$ cat config.mk
export PLATFORM = sky130hd
export DESIGN_NAME = sva_until_checker_mt
export DESIGN_NICKNAME = d
export VERILOG_FILES = /design/src/rtl/sva_chk_pkg.sv /design/src/rtl/sva_until_step.sv /design/src/rtl/sva_until_checker_mt.sv
export SDC_FILE = /design/constraint.sdc
export NUM_CORES = 1
export LEC_CHECK = 0
export ABC_AREA = 1
export ABC_CLOCK_PERIOD_IN_PS = 2800
export BUFFER_PORTS_ARGS = -buffer_cell sky130_fd_sc_hd__buf_2
export CORE_MARGIN = 2
export CORE_UTILIZATION = 47
export CTS_CLUSTER_DIAMETER = 40
export DETAILED_ROUTE_END_ITERATION = 8
export HOLD_SLACK_MARGIN = 0.06
export PLACE_DENSITY = 0.68
export REMOVE_ABC_BUFFERS = 1
export SLEW_MARGIN = 25
export SYNTH_ARGS = -nofsm -noshare
export SYNTH_HDL_FRONTEND = slang
export SYNTH_SLANG_ARGS = --single-unit
$ cat constraint.sdc
create_clock -name i_sys_clk -period 2.8 [get_ports i_sys_clk]
set_input_delay 0 -clock i_sys_clk [delete_from_list [all_inputs] [get_ports i_sys_clk]]
set_output_delay 0 -clock i_sys_clk [all_outputs]
set_load 0.03 [all_outputs]
$ cat src/rtl/sva_chk_pkg.sv
// Shared types for the multi-thread until checker: property thread state,
// per-step verdict and the control sequencer states.
package sva_chk_pkg;

  typedef enum int {
    S0    = 0,
    SEND  = -1,
    SLAZY = -2,
    S1    = 1
  } sva_fsm_t;

  typedef enum logic [1:0] {
    RES_WAIT,
    RES_PASS,
    RES_FAIL,
    RES_TIMEOUT
  } sva_res_t;

  typedef enum logic [1:0] {
    IDLE,
    EVAL,
    SPAWN
  } ctrl_fsm_t;

endpackage

$ cat src/rtl/sva_until_step.sv
// One evaluation step of a single "(!a && !b)[*0:MAX_WAIT-1] ##0 b" attempt.
// Purely combinational: current thread record plus sampled a/b -> next record and verdict.
module sva_until_step
  import sva_chk_pkg::*;
#(
  parameter int AGE_WIDTH = 8,
  parameter int MAX_WAIT  = 16
) (
  input  logic     i_a_q,
  input  logic     i_b_q,
  input  logic [2*AGE_WIDTH+32:0] i_rec,
  output logic [2*AGE_WIDTH+32:0] o_rec,
  output sva_res_t o_res
);

  typedef struct packed {
    logic                 active;
    logic [AGE_WIDTH-1:0] stamp;
    logic [AGE_WIDTH-1:0] age;
    sva_fsm_t             fsm_cur;
  } thr_t;

  localparam logic [AGE_WIDTH:0] MW = (AGE_WIDTH + 1)'(MAX_WAIT);

  thr_t               w_cur;
  thr_t               w_nxt;
  logic [AGE_WIDTH:0] w_age_p1;

  assign w_cur = thr_t'(i_rec);
  assign o_rec = w_nxt;

  always_comb begin
    w_nxt    = w_cur;
    o_res    = RES_WAIT;
    w_age_p1 = {1'b0, w_cur.age} + (AGE_WIDTH + 1)'(1);
    if (w_cur.active) begin
      if (i_b_q) begin
        o_res         = RES_PASS;
        w_nxt.active  = 1'b0;
        w_nxt.fsm_cur = SEND;
      end else if (i_a_q) begin
        o_res         = RES_FAIL;
        w_nxt.active  = 1'b0;
        w_nxt.fsm_cur = SEND;
      end else begin
        // unbounded mode saturates instead of wrapping the age
        w_nxt.age = w_age_p1[AGE_WIDTH] ? w_cur.age : w_age_p1[AGE_WIDTH-1:0];
        if (MAX_WAIT != 0 && w_age_p1 == MW) begin
          o_res         = RES_TIMEOUT;
          w_nxt.active  = 1'b0;
          w_nxt.fsm_cur = SEND;
        end else begin
          w_nxt.fsm_cur = S1;
        end
      end
    end
  end

endmodule

$ cat src/rtl/sva_until_checker_mt.sv
// Thread-pool checker: each sample steps every live attempt (oldest first, one per cycle),
// then optionally spawns a new one; the pool compacts in place as attempts resolve.
module sva_until_checker_mt
  import sva_chk_pkg::*;
#(
  parameter int NUM_THREADS = 4,
  parameter int AGE_WIDTH   = 8,
  parameter int MAX_WAIT    = 16,
  parameter int CNT_WIDTH   = 16
) (
  input  logic                               i_sys_clk,
  input  logic                               i_sys_rst_n,
  input  logic                               i_sample_en,
  input  logic                               i_check_en,
  input  logic                               i_a,
  input  logic                               i_b,
  output logic                               o_busy,
  output logic                               o_succ,
  output logic                               o_fail,
  output logic                               o_timeout,
  output logic [AGE_WIDTH-1:0]               o_res_stamp,
  output logic                               o_overflow,
  output logic                               o_overrun,
  output logic [$clog2(NUM_THREADS+1)-1:0]   o_live_cnt,
  output logic [CNT_WIDTH-1:0]               o_succ_cnt,
  output logic [CNT_WIDTH-1:0]               o_fail_cnt
);

  localparam int CW = $clog2(NUM_THREADS + 1);
  localparam int SW = (NUM_THREADS > 1) ? $clog2(NUM_THREADS) : 1;
  localparam int PD = 2 ** SW;
  localparam logic [CW-1:0] NT = CW'(NUM_THREADS);

  typedef struct packed {
    logic                 active;
    logic [AGE_WIDTH-1:0] stamp;
    logic [AGE_WIDTH-1:0] age;
    sva_fsm_t             fsm_cur;
  } thr_t;

  ctrl_fsm_t            r_state, w_state_nxt;
  thr_t                 r_pool [PD];
  logic [CW-1:0]        r_rd_idx, r_wr_idx, r_live_cnt;
  logic                 r_a_q, r_b_q, r_chk_q;
  logic [AGE_WIDTH-1:0] r_stamp, r_res_stamp;
  logic                 r_succ, r_fail, r_timeout, r_overflow, r_overrun;
  logic [CNT_WIDTH-1:0] r_succ_cnt, r_fail_cnt;

  thr_t                 w_new, w_step_in, w_step_out;
  sva_res_t             w_res;
  logic                 w_eval_vld, w_room, w_keep;
  logic [CW-1:0]        w_wr_nxt;

  always_ff @(posedge i_sys_clk or negedge i_sys_rst_n) begin
    if (!i_sys_rst_n) r_state <= IDLE;
    else              r_state <= w_state_nxt;
  end

  always_comb begin
    w_state_nxt = r_state;
    case (r_state)
      IDLE:    if (i_sample_en) w_state_nxt = EVAL;
      EVAL:    if (r_rd_idx == r_live_cnt) w_state_nxt = SPAWN;
      SPAWN:   w_state_nxt = IDLE;
      default: w_state_nxt = IDLE;
    endcase
  end

  always_comb begin
    o_busy = (r_state != IDLE);
  end

  // SPAWN steps a fresh attempt; EVAL steps the pool slot under rd_idx
  always_comb begin
    w_new         = '0;
    w_new.active  = 1'b1;
    w_new.stamp   = r_stamp;
    w_new.fsm_cur = S0;
    w_step_in     = (r_state == SPAWN) ? w_new : r_pool[r_rd_idx[SW-1:0]];
    w_eval_vld    = (r_state == EVAL && r_rd_idx != r_live_cnt) || (r_state == SPAWN && r_chk_q);
    w_room        = (r_wr_idx < NT);
  end

  sva_until_step #(
    .AGE_WIDTH (AGE_WIDTH),
    .MAX_WAIT  (MAX_WAIT)
  ) u_step (
    .i_a_q (r_a_q),
    .i_b_q (r_b_q),
    .i_rec (w_step_in),
    .o_rec (w_step_out),
    .o_res (w_res)
  );

  always_comb begin
    w_keep   = w_eval_vld && w_step_out.active && w_room;
    w_wr_nxt = w_keep ? r_wr_idx + CW'(1) : r_wr_idx;
  end

  always_ff @(posedge i_sys_clk) begin
    if (w_keep) r_pool[r_wr_idx[SW-1:0]] <= w_step_out;
  end

  always_ff @(posedge i_sys_clk or negedge i_sys_rst_n) begin
    if (!i_sys_rst_n) begin
      r_rd_idx    <= '0;
      r_wr_idx    <= '0;
      r_live_cnt  <= '0;
      r_a_q       <= 1'b0;
      r_b_q       <= 1'b0;
      r_chk_q     <= 1'b0;
      r_stamp     <= '0;
      r_res_stamp <= '0;
      r_succ      <= 1'b0;
      r_fail      <= 1'b0;
      r_timeout   <= 1'b0;
      r_overflow  <= 1'b0;
      r_overrun   <= 1'b0;
      r_succ_cnt  <= '0;
      r_fail_cnt  <= '0;
    end else begin
      r_succ    <= 1'b0;
      r_fail    <= 1'b0;
      r_timeout <= 1'b0;
      if (i_sample_en) begin
        if (r_state == IDLE) begin
          r_a_q    <= i_a;
          r_b_q    <= i_b;
          r_chk_q  <= i_check_en;
          r_stamp  <= r_stamp + AGE_WIDTH'(1);
          r_rd_idx <= '0;
          r_wr_idx <= '0;
        end else begin
          r_overrun <= 1'b1;
        end
      end
      if (r_state == EVAL && r_rd_idx != r_live_cnt) r_rd_idx <= r_rd_idx + CW'(1);
      if (w_eval_vld) begin
        r_wr_idx <= w_wr_nxt;
        if (w_step_out.active && !w_room) r_overflow <= 1'b1;
        if (w_res != RES_WAIT) r_res_stamp <= w_step_out.stamp;
        case (w_res)
          RES_PASS: begin
            r_succ <= 1'b1;
            if (r_succ_cnt != '1) r_succ_cnt <= r_succ_cnt + CNT_WIDTH'(1);
          end
          RES_FAIL, RES_TIMEOUT: begin
            r_fail    <= 1'b1;
            r_timeout <= (w_res == RES_TIMEOUT);
            if (r_fail_cnt != '1) r_fail_cnt <= r_fail_cnt + CNT_WIDTH'(1);
          end
          default: ;
        endcase
      end
      if (r_state == SPAWN) r_live_cnt <= w_wr_nxt;
    end
  end

  assign o_succ      = r_succ;
  assign o_fail      = r_fail;
  assign o_timeout   = r_timeout;
  assign o_res_stamp = r_res_stamp;
  assign o_overflow  = r_overflow;
  assign o_overrun   = r_overrun;
  assign o_live_cnt  = r_live_cnt;
  assign o_succ_cnt  = r_succ_cnt;
  assign o_fail_cnt  = r_fail_cnt;

endmodule

# After elaboration in Yosys (flattened, before gate mapping)
# Memory sizes are Yosys's and may differ from the RTL's.
# Index checks and enable logic that the tools add are counted.
[word_totals]
register_bits = 67
latchBits = 0
ramBits = 196
mem_bits_ro = 0
input_bits = 6
out_inout_bits = 49
word_cells = 93
memories = 1
[classes]
addsub = 6
multipliers = 0
n_div = 0
n_lt_le_gt_ge = 1
n_eq_ne = 12
shifts = 0
n_mux = 32
n_bitwise = 1
n_reduce_logical = 24
[memory_table]
columns = ["name", "depth", "width", "rd", "rd_clocked_by_memory_dff", "wr", "line", "rtl"]
rows = [
  ["r_pool", 4, 49, 1, 0, 1, "sva_until_checker_mt.sv:42", "thr_t r_pool [PD];"],
]
[op_table]
columns = ["cell", "n"]
rows = [
  ["$mux W32", 3],
  ["$mux W49", 1],
  ["$mux W40", 1],
  ["$add A16 B1 Y16 const B", 2],
  ["$ne A16 B16 Y1 const B", 2],
  ["$mux W8", 3],
  ["$mux W3", 5],
  ["$reduce_and A2 Y1", 7],
  ["$mux W1", 12],
  ["$mux W2", 6],
  ["$reduce_bool A2 Y1", 6],
  ["$add A8 B1 Y9 const B", 1],
  ["$eq A9 B5 Y1 const B", 1],
  ["$add A8 B1 Y8 const B", 1],
  ["$add A3 B1 Y3 const B", 2],
  ["$eq A2 B2 Y1 const B", 3],
  ["$reduce_and A3 Y1", 2],
  ["$logic_and A1 B1 Y1", 5],
  ["$eq A2 B1 Y1 const B", 2],
  ["$ne A2 B2 Y1 const B", 2],
  ["$pmux W2 S2", 1],
  ["$eq A3 B3 Y1", 1],
  ["$lt A3 B3 Y1 const B", 1],
  ["$ne A3 B3 Y1", 1],
  ["5 further kinds", 5],
]

# Longest topological paths before layout
# Gate-level depths: netlist of run 1.
[logic_depth]
ltp_word = 12
mapped_depth = 21
mapped_depth_nobuf = 20

# By module
# Synthesis of run 1 repeated with hierarchy kept, for this count alone.
[unflattened]
hier_cells = 1143
hier_area_um2 = 11812.6
[by_module_without_submodules]
columns = ["module", "n_inst", "cells_each", "area_per_inst_um2", "seq_area_each_um2"]
rows = [
  ["sva_until_checker_mt", 1, 986, 10983.0, 7562.3],
  ["sva_until_step", 1, 157, 829.5, 0.0],
]

# Least setup slack after synthesis of run 1
# Ideal clock, no wire load.
[synth_timing]
kind = "register to register"
from = "reg r_rd_idx[0]"
to = "mem r_pool[0][32] (netlist bit) (enable)"
setup_time_ps = 391
t_arrival_ps = 2612
required_time_ps = 2409
path_slack_ps = -203
stages_incl_launch_ff = 18
path_buffers = 1
synth_period_minus_slack_ps = 3003
path_cell_list = "dfrtp_1 > buf_6 > inv_8 > nand2_1 > nand3_1 > nand3_2 > inv_1 > ha_1 > nand3_1 > nor2_2 > nand2_1 > nand2_1 > nand2_2 > nand2_2 > nor2_4 > nor2_4 > nand3_2 > nor2_1"
[synth_via]
elab_chain_len = 12
word_cells_on_any_way = 15
cone_classes = "1 x add/sub; 2 x eq/ne; 7 x mux; 4 x reduce/logical; 1 x memory"
[synth_rtl]
columns = ["item", "line", "rtl"]
rows = [
  ["start: declaration", "sva_until_checker_mt.sv:43", "logic [CW-1:0] r_rd_idx, r_wr_idx, r_live_cnt;"],
  ["start signal: assignment", "sva_until_checker_mt.sv:137", "if (r_state == EVAL && r_rd_idx != r_live_cnt) r_rd_idx <= r_rd_idx + CW'(1);"],
  ["$mem_v2 Z4 W49 (*)", "n/a", ""],
  ["$mux W49 (*)", "sva_until_checker_mt.sv:79", "w_step_in = (r_state == SPAWN) ? w_new : r_pool[r_rd_idx[SW-1:0]];"],
  ["$add A8 B1 Y9", "sva_until_step.sv:35", "w_age_p1 = {1'b0, w_cur.age} + (AGE_WIDTH + 1)'(1);"],
  ["$eq A9 B5 Y1", "sva_until_step.sv:48", "if (MAX_WAIT != 0 && w_age_p1 == MW) begin"],
  ["$mux W1", "sva_until_step.sv:48", ""],
  ["$mux W1", "sva_until_step.sv:41", "end else if (i_a_q) begin"],
  ["$mux W1", "sva_until_step.sv:37", "if (i_b_q) begin"],
  ["$mux W1 (*)", "sva_until_step.sv:36", "if (w_cur.active) begin"],
  ["via u_step.o_rec[48]", "sva_until_step.sv:12", "output logic [2*AGE_WIDTH+32:0] o_rec,"],
  ["$logic_and A1 B1 Y1 (*) (2 in series)", "sva_until_checker_mt.sv:96", "w_keep = w_eval_vld && w_step_out.active && w_room;"],
  ["$mux W1 (*)", "sva_until_checker_mt.sv:101", "if (w_keep) r_pool[r_wr_idx[SW-1:0]] <= w_step_out;"],
  ["$mux W1 (implied by the code) (*)", "sva_until_checker_mt.sv:101", ""],
  ["end: declaration", "sva_until_checker_mt.sv:42", ""],
]
# The timed path passes the listed nets; every way through them passes the cells marked *.

# Final worst setup path of run 1
[layout_timing]
from = "reg r_rd_idx[1]"
to = "mem r_pool[3][33] (netlist bit) (enable)"
# The elaborated chain is that of the path after synthesis.

==> results of run 1 <==
==> through the flow <==
stage	util	hold slack, ns	TNS, ns	cells
after floorplan	-	-0.2956	-62.70	689
after global placement	0.5238	0.2228	0	947
after detailed placement	0.5238	0.2314	0	947
after CTS	0.5725	0.3253	0	984
after global routing	0.5983	0.3377	-1.029	995
final	0.5983	0.2941	0	995
==> layout make-up <==
cell class / instances / share of cell area
sequential: 135 / 0.4462
multi-input combinational: 490 / 0.3378
timing repair buffer: 93 / 0.08270
inverter: 65 / 0.03077
clock inverter: 12 / 0.02071
tap: 180 / 0.02701
clock buffer: 20 / 0.05478
==> synth_stat cells (2+ instances only) <==
| cell | instances |
|---|---|
| inv_1 | 56 |
| o21bai_1 | 2 |
| buf_6 | 5 |
| nor4_1 | 6 |
| nor2_2 | 5 |
| nor2_4 | 6 |
| ha_1 | 9 |
| nand2_2 | 12 |
| nand2_1 | 186 |
| o21ai_2 | 2 |
| xor2_1 | 29 |
| dfrtp_1 | 67 |
| buf_4 | 2 |
| edfxtp_1 | 68 |
| o22ai_1 | 6 |
| o21ai_1 | 7 |
| nor3_1 | 10 |
| a31oi_1 | 2 |
| a21oi_4 | 2 |
| buf_1 | 2 |
| buf_2 | 6 |
| nor2_1 | 51 |
| nand4_1 | 24 |
| o21ai_0 | 36 |
| a21oi_1 | 5 |
| clkbuf_1 | 3 |
| nand3_2 | 11 |
| a22oi_1 | 3 |
| xnor2_1 | 13 |
| nand3_1 | 54 |
| inv_2 | 8 |
==> report_power, final <==
part           switching (W)  total [W]  internal, W
clock               0.000851    0.00238      0.00153
sequential          0.000225    0.00290      0.00267
combinational        0.00274    0.00398      0.00124
==> worst max-delay path, delay by kind of cell (launching register included) <==
kind,cells,cell delay [ns]
DFF,1,0.47
and+or+nand+nor,12,1.43
buffers and inverters,3,0.51
==> registers in the layout, summed over array words and instances (netlist names) <==
name and flops:
r_a_q 1, o_overflow 1, r_chk_q 1, o_fail 1, o_succ 1, r_state 2, o_succ_cnt 16, o_live_cnt 3
r_b_q 1, r_stamp 8, r_pool 68, r_rd_idx 3, o_res_stamp 8, r_wr_idx 3, o_timeout 1, o_overrun 1
o_fail_cnt 16
==> logic make-up (layout without fill, tap and decap cells) <==
kind of cell / Yosys count / in the layout / share of synthesized area
flip-flops: 135 / 135 / 0.5513
adder cells (fa/ha/maj): 9 / 9 / 0.01669
buffers and inverters: 84 / 190 / 0.05732
AND/OR/NAND/NOR: 369 / 370 / 0.2575
AO/OA/AOI/OAI: 68 / 68 / 0.06028
XOR/XNOR: 43 / 43 / 0.05695
==> worst max path at each step <==
stage | to | slack, ns | cells past startpoint
4_1_cts | r_pool[2][36] | 0.01 | 16
6_report | r_pool[3][33] | 0.07 | 15
2_1_floorplan | r_pool[0][32] | -0.82 | 15
5_1_grt | r_pool[3][34] | -0.04 | 17
3_5_place_dp | r_pool[2][34] | 0.03 | 16
3_3_place_gp | r_pool[2][32] | 0.15 | 16
==> per-layer routing <==
layer | vias up | track usage | wire (um)
li1 | 2565 | - | -
met1 | 2646 | 0.2949 | 6952
met2 | 171 | 0.3551 | 8201
met3 | 29 | 0.04991 | 929
met4 | 0 | 0.07741 | 348
met5 | - | 0 | 0
==> timing repair <==
| action | in CTS | in global routing |
|---|---|---|
| setup buffers | 0 | 8 |
| hold endpoints to repair | 73 | 0 |
| hold buffers | 5 | 0 |
| setup endpoints to repair | 0 | 119 |
| gates resized for setup | 0 | 49 |
==> impl_metrics.ini, run 1 <==
[cts]
clock-sinks = 135
htree_levels = 4
clk_pin_slew_worst_paths_ns = 0.06
cts_made_buffers = 17
ctsLongestPathBuffers = 2
root_buffer = clkbuf_16
clkLatencyLatePin_ns = 0.43
cts_tree = done

[timing]
max_freq_ghz = 0.3662
finClkSkew_ns = 0.007812
slew_headroom = 0.4230
worst_pin_slew_ns = 0.8654
final_hold_viol_count = 0
setup_ws_ns = 0.06956
finalCriticalPeriod_ns = 2.730
setup_viol = 0
drv_slew = 0
fin_crit_sh = 0.9752
rsz0062_at_grt = true

[floorplanning]
die_y_um = 123.8
chipWidth_um = 123.8
num_io_pins = 55
num_rows = 43
core_sq_mm = 0.01393
start_util = 0.4841
dieArea_sq_mm = 0.01533

[setup_path]
critPathCaptureType = flip-flop
cp-startpoint = r_rd_idx[1]
worstPathCellList = inv_2 > buf_4 > nand2_1 > nand2_1 > nand2_1 > nor2_4 > nand3_1 > nand2_1 > nand2_1 > nand2_2 > nor2_4 > nor2_4 > nand3_4 > nor2_4 > buf_6
crit_top_cell = nand2_1
crit_path_max_fanout = 16
slowest_stage = dfrtp_1
r2r_setup_slack_ns = 0.07
critical_path_arrival_ns = 2.86
cp_data_required_time_ns = 2.93
reg2reg_from = r_rd_idx[1]
worstReg2RegEnd = r_pool[3][33]
max_stage_delay_ns = 0.47
cp-start-kind = flip-flop
reg2regPathDepth = 15
worstSetupPathType = flip-flop to flip-flop

[synth]
synth_area_leaders = edfxtp_1 30%, dfrtp_1 25%, nand2_1 10%
ys_ff_latch = 135
ys_async_sr_fraction = 0.4963
synth.distinct_cells = 41
netlist.area_leader.share = 0.3027
ys_seq_area_frac = 0.5513
post-synth-top-area-cell = edfxtp_1
synthesis.area_sq_mm = 0.006745
syn_area_per_cell_sq_um = 9.527
ys_warn_count = 0
syn_inst = 708
synth_ff_type = edfxtp_1
synth-edff-count = 68

[power_and_ir_drop]
power_w = 0.009259
peakVddDrop_v = 0.0005983
pwr_density_cell_mw_per_mm2 = 1111
power_leakage_nw = 3.666

[layout]
area_growth_pct = 23.59
layout_commonest_cell = nand2_1
fillers = 1131
num_antenna_cells = 0
multi_input_area_sq_mm = 0.002816
layout_common_cells = 181 x nand2_1, 68 x edfxtp_1, 66 x dfrtp_1
fin_nets = 817
register_area_sq_mm = 0.003720
drive_gt1_frac = 0.2319
finalInstanceArea_sq_mm = 0.008337

[grt]
grt_pass1_vias = 5119
grt_pass1_wl_um = 25670
antenna_found_initial = 0
grt_max_degree = 68
grt.total_usage = 0.2206
overflow = 0

[placed_design]
io_buffer_count = 54
dpl_cell_area_sq_mm = 0.007298
hpwl_um = 10790
gp_congestion = 0.8837
pre_cts_ws_ns = 0.03143

[drt]
drtIter0Drc = 412
vias = 5411
drc_errors = 0
drtPass1Iterations = 5
totalWireLength_um = 16430
viasPerCell = 5.438
antenna_left = 0
wl_per_cell_um = 16.51

[run]
cap_violations = 0

[hold_path]
hp-class = primary input to asynchronous set/reset pin

[outcome]
status = completed
Note: power is estimated with default switching activity, not from simulation.
==> run 2: changes to the inputs <==
CTS_BUF_LIST = sky130_fd_sc_hd__clkbuf_8   (was not set)
==> impl_metrics.ini, run 2 (synthesis results as in run 1) <==
[timing]
finalCriticalPeriod_ns = 2.760
hold_slack_ns = 0.2688
max_freq_ghz = 0.3623
finClkSkew_ns = 0.01228
fin_crit_sh = 0.9859
final_hold_viol_count = 0
slew_headroom = 0.4293
drv_slew = 0
setup_viol = 0
worst_pin_slew_ns = 0.8560

[cts]
ctsLongestPathBuffers = 2
cts_made_buffers = 17
cts_tree = done
clock-sinks = 135
htree_levels = 4
clkLatencyLatePin_ns = 0.45
clk_pin_slew_worst_paths_ns = 0.08
root_buffer = clkbuf_8

[setup_path]
worstReg2RegEnd = r_pool[3][47]
critPathCaptureType = flip-flop
max_stage_delay_ns = 0.45
cp-start-kind = flip-flop
worstPathCellList = buf_12 > inv_16 > nand2_1 > nand3_2 > a21oi_4 > ha_4 > nand3_4 > nor2_4 > nand2_1 > nand2_1 > nand2_2 > nand2_2 > nor2_4 > nor2_4 > nand3_4 > nor2_4 > buf_6
crit_top_cell = nor2_4
cp_num_buf_inv = 3
reg2reg_from = r_rd_idx[0]
slowest_stage = dfrtp_2
critical_path_arrival_ns = 2.92
r2r_setup_slack_ns = 0.04
setup.worst_path.end = r_pool[3][47]
crit_path_max_fanout = 18
reg2regPathDepth = 17
worstSetupPathType = flip-flop to flip-flop
cp-startpoint = r_rd_idx[0]
cp_top_family = simple AND/OR/NAND/NOR gates
cp_data_required_time_ns = 2.96
cp_num_cells = 17

[power_and_ir_drop]
pwr_density_cell_mw_per_mm2 = 1063
power_leakage_nw = 3.602
p_switching_w = 0.003750
p_seq_frac = 0.331
swShare = 0.4297
peakVddDrop_v = 0.0004560
p_int_w = 0.004977
pwr-share-comb = 0.465
pwr-share-clk = 0.204

[drt]
drc_errors = 0
vias = 5394
totalWireLength_um = 16320
antenna_left = 0
drtIter0Drc = 412
wl_per_cell_um = 16.37
viasPerCell = 5.410
drtPass1Iterations = 7

[grt]
overflow = 0
antenna_found_initial = 0
grt_pass1_vias = 5099
grt.total_usage = 0.2161
grt_max_degree = 68
grt_pass1_wl_um = 25370

[layout]
drive_gt1_frac = 0.2387
largest_reg_flops = 68
layout_common_cells = 180 x nand2_1, 68 x edfxtp_1, 66 x dfrtp_1
fin_nets = 819
finalInstanceArea_sq_mm = 0.008212
num_antenna_cells = 0
area_growth_pct = 21.74
layout_commonest_cell = nand2_1
fillers = 1160

[run]
cap_violations = 0

[placed_design]
hpwl_um = 10790
dpl_cell_area_sq_mm = 0.007298
gp_congestion = 0.8837
io_buffer_count = 54

[outcome]
status = completed

[hold_path]
hp-class = primary input to asynchronous set/reset pin

[floorplanning]
num_rows = 43
start_util = 0.4841
chipWidth_um = 123.8
dieArea_sq_mm = 0.01533
die_y_um = 123.8
core_sq_mm = 0.01393
num_io_pins = 55
## run 2: worst min-delay path by stage
| stage | startpoint | endpoint |
|---|---|---|
| after global placement | i_check_en | r_chk_q |
| after detailed placement | i_check_en | r_chk_q |
| after CTS | i_sys_rst_n | o_succ_cnt[14] |
| final | i_sys_rst_n | o_succ_cnt[5] |
| after global routing | i_b | r_b_q |
| after floorplan | i_sys_rst_n | o_fail |
## run 2: worst reg2reg max path: stages (launching register included)
cell and delay, ns:
dfrtp_2 0.45, buf_12 0.17, inv_16 0.06, nand2_1 0.08
nand3_2 0.11, a21oi_4 0.21, ha_4 0.17, nand3_4 0.09
nor2_4 0.14, nand2_1 0.10, nand2_1 0.09, nand2_2 0.06
nand2_2 0.09, nor2_4 0.05, nor2_4 0.10, nand3_4 0.15
nor2_4 0.20, buf_6 0.17
## run 2: power groups by stage
stage               logic, W  clock network [W]  registers [W]
CTS                  0.00348            0.00181        0.00288
detailed placement   0.00346                  0        0.00292
global route         0.00443            0.00189        0.00293
floorplan            0.00207                  0        0.00317
finish               0.00406            0.00178        0.00289
global placement     0.00335                  0        0.00291
## run 2: repair_timing
action,in CTS,in global routing
buffers inserted,0,7
endpoints found under the hold margin,74,0
gates resized for setup,0,61
hold buffers,6,0
setup endpoints to repair,0,119
## run 2: layer usage
layer	track usage	part of all wire	vias to the layer above
met5	0	0	-
met4	0.07102	0.013	0
met3	0.04487	0.058	22
met2	0.3534	0.50	160
met1	0.2887	0.43	2635
li1	-	-	2577
## run 2: area by class of cell
| cell class | count | area (sq um) | area share |
|---|---|---|---|
| Timing Repair Buffer | 95 | 720.7 | 0.08776 |
| Clock inverter | 13 | 176.4 | 0.02148 |
| Clock buffer | 19 | 261.5 | 0.03185 |
| Inverter | 65 | 260.3 | 0.03169 |
| Multi-Input combinational cell | 490 | 2848 | 0.3468 |
| Tap cell | 180 | 225.2 | 0.02743 |
| Sequential cell | 135 | 3720 | 0.4530 |
## run 2: metrics by stage
stage                     total power (W)    util  setup slack, ns  instances  TNS [ns]
final                            0.008727  0.5893          0.03961        997         0
after global routing             0.009245  0.5893         -0.03073        997   -0.3188
after CTS                        0.008170  0.5595          0.01162        985         0
after detailed placement         0.006379  0.5238          0.03143        947         0
after global placement           0.006256  0.5238           0.1452        947         0
after floorplan                  0.005239       -          -0.8244        689    -62.70
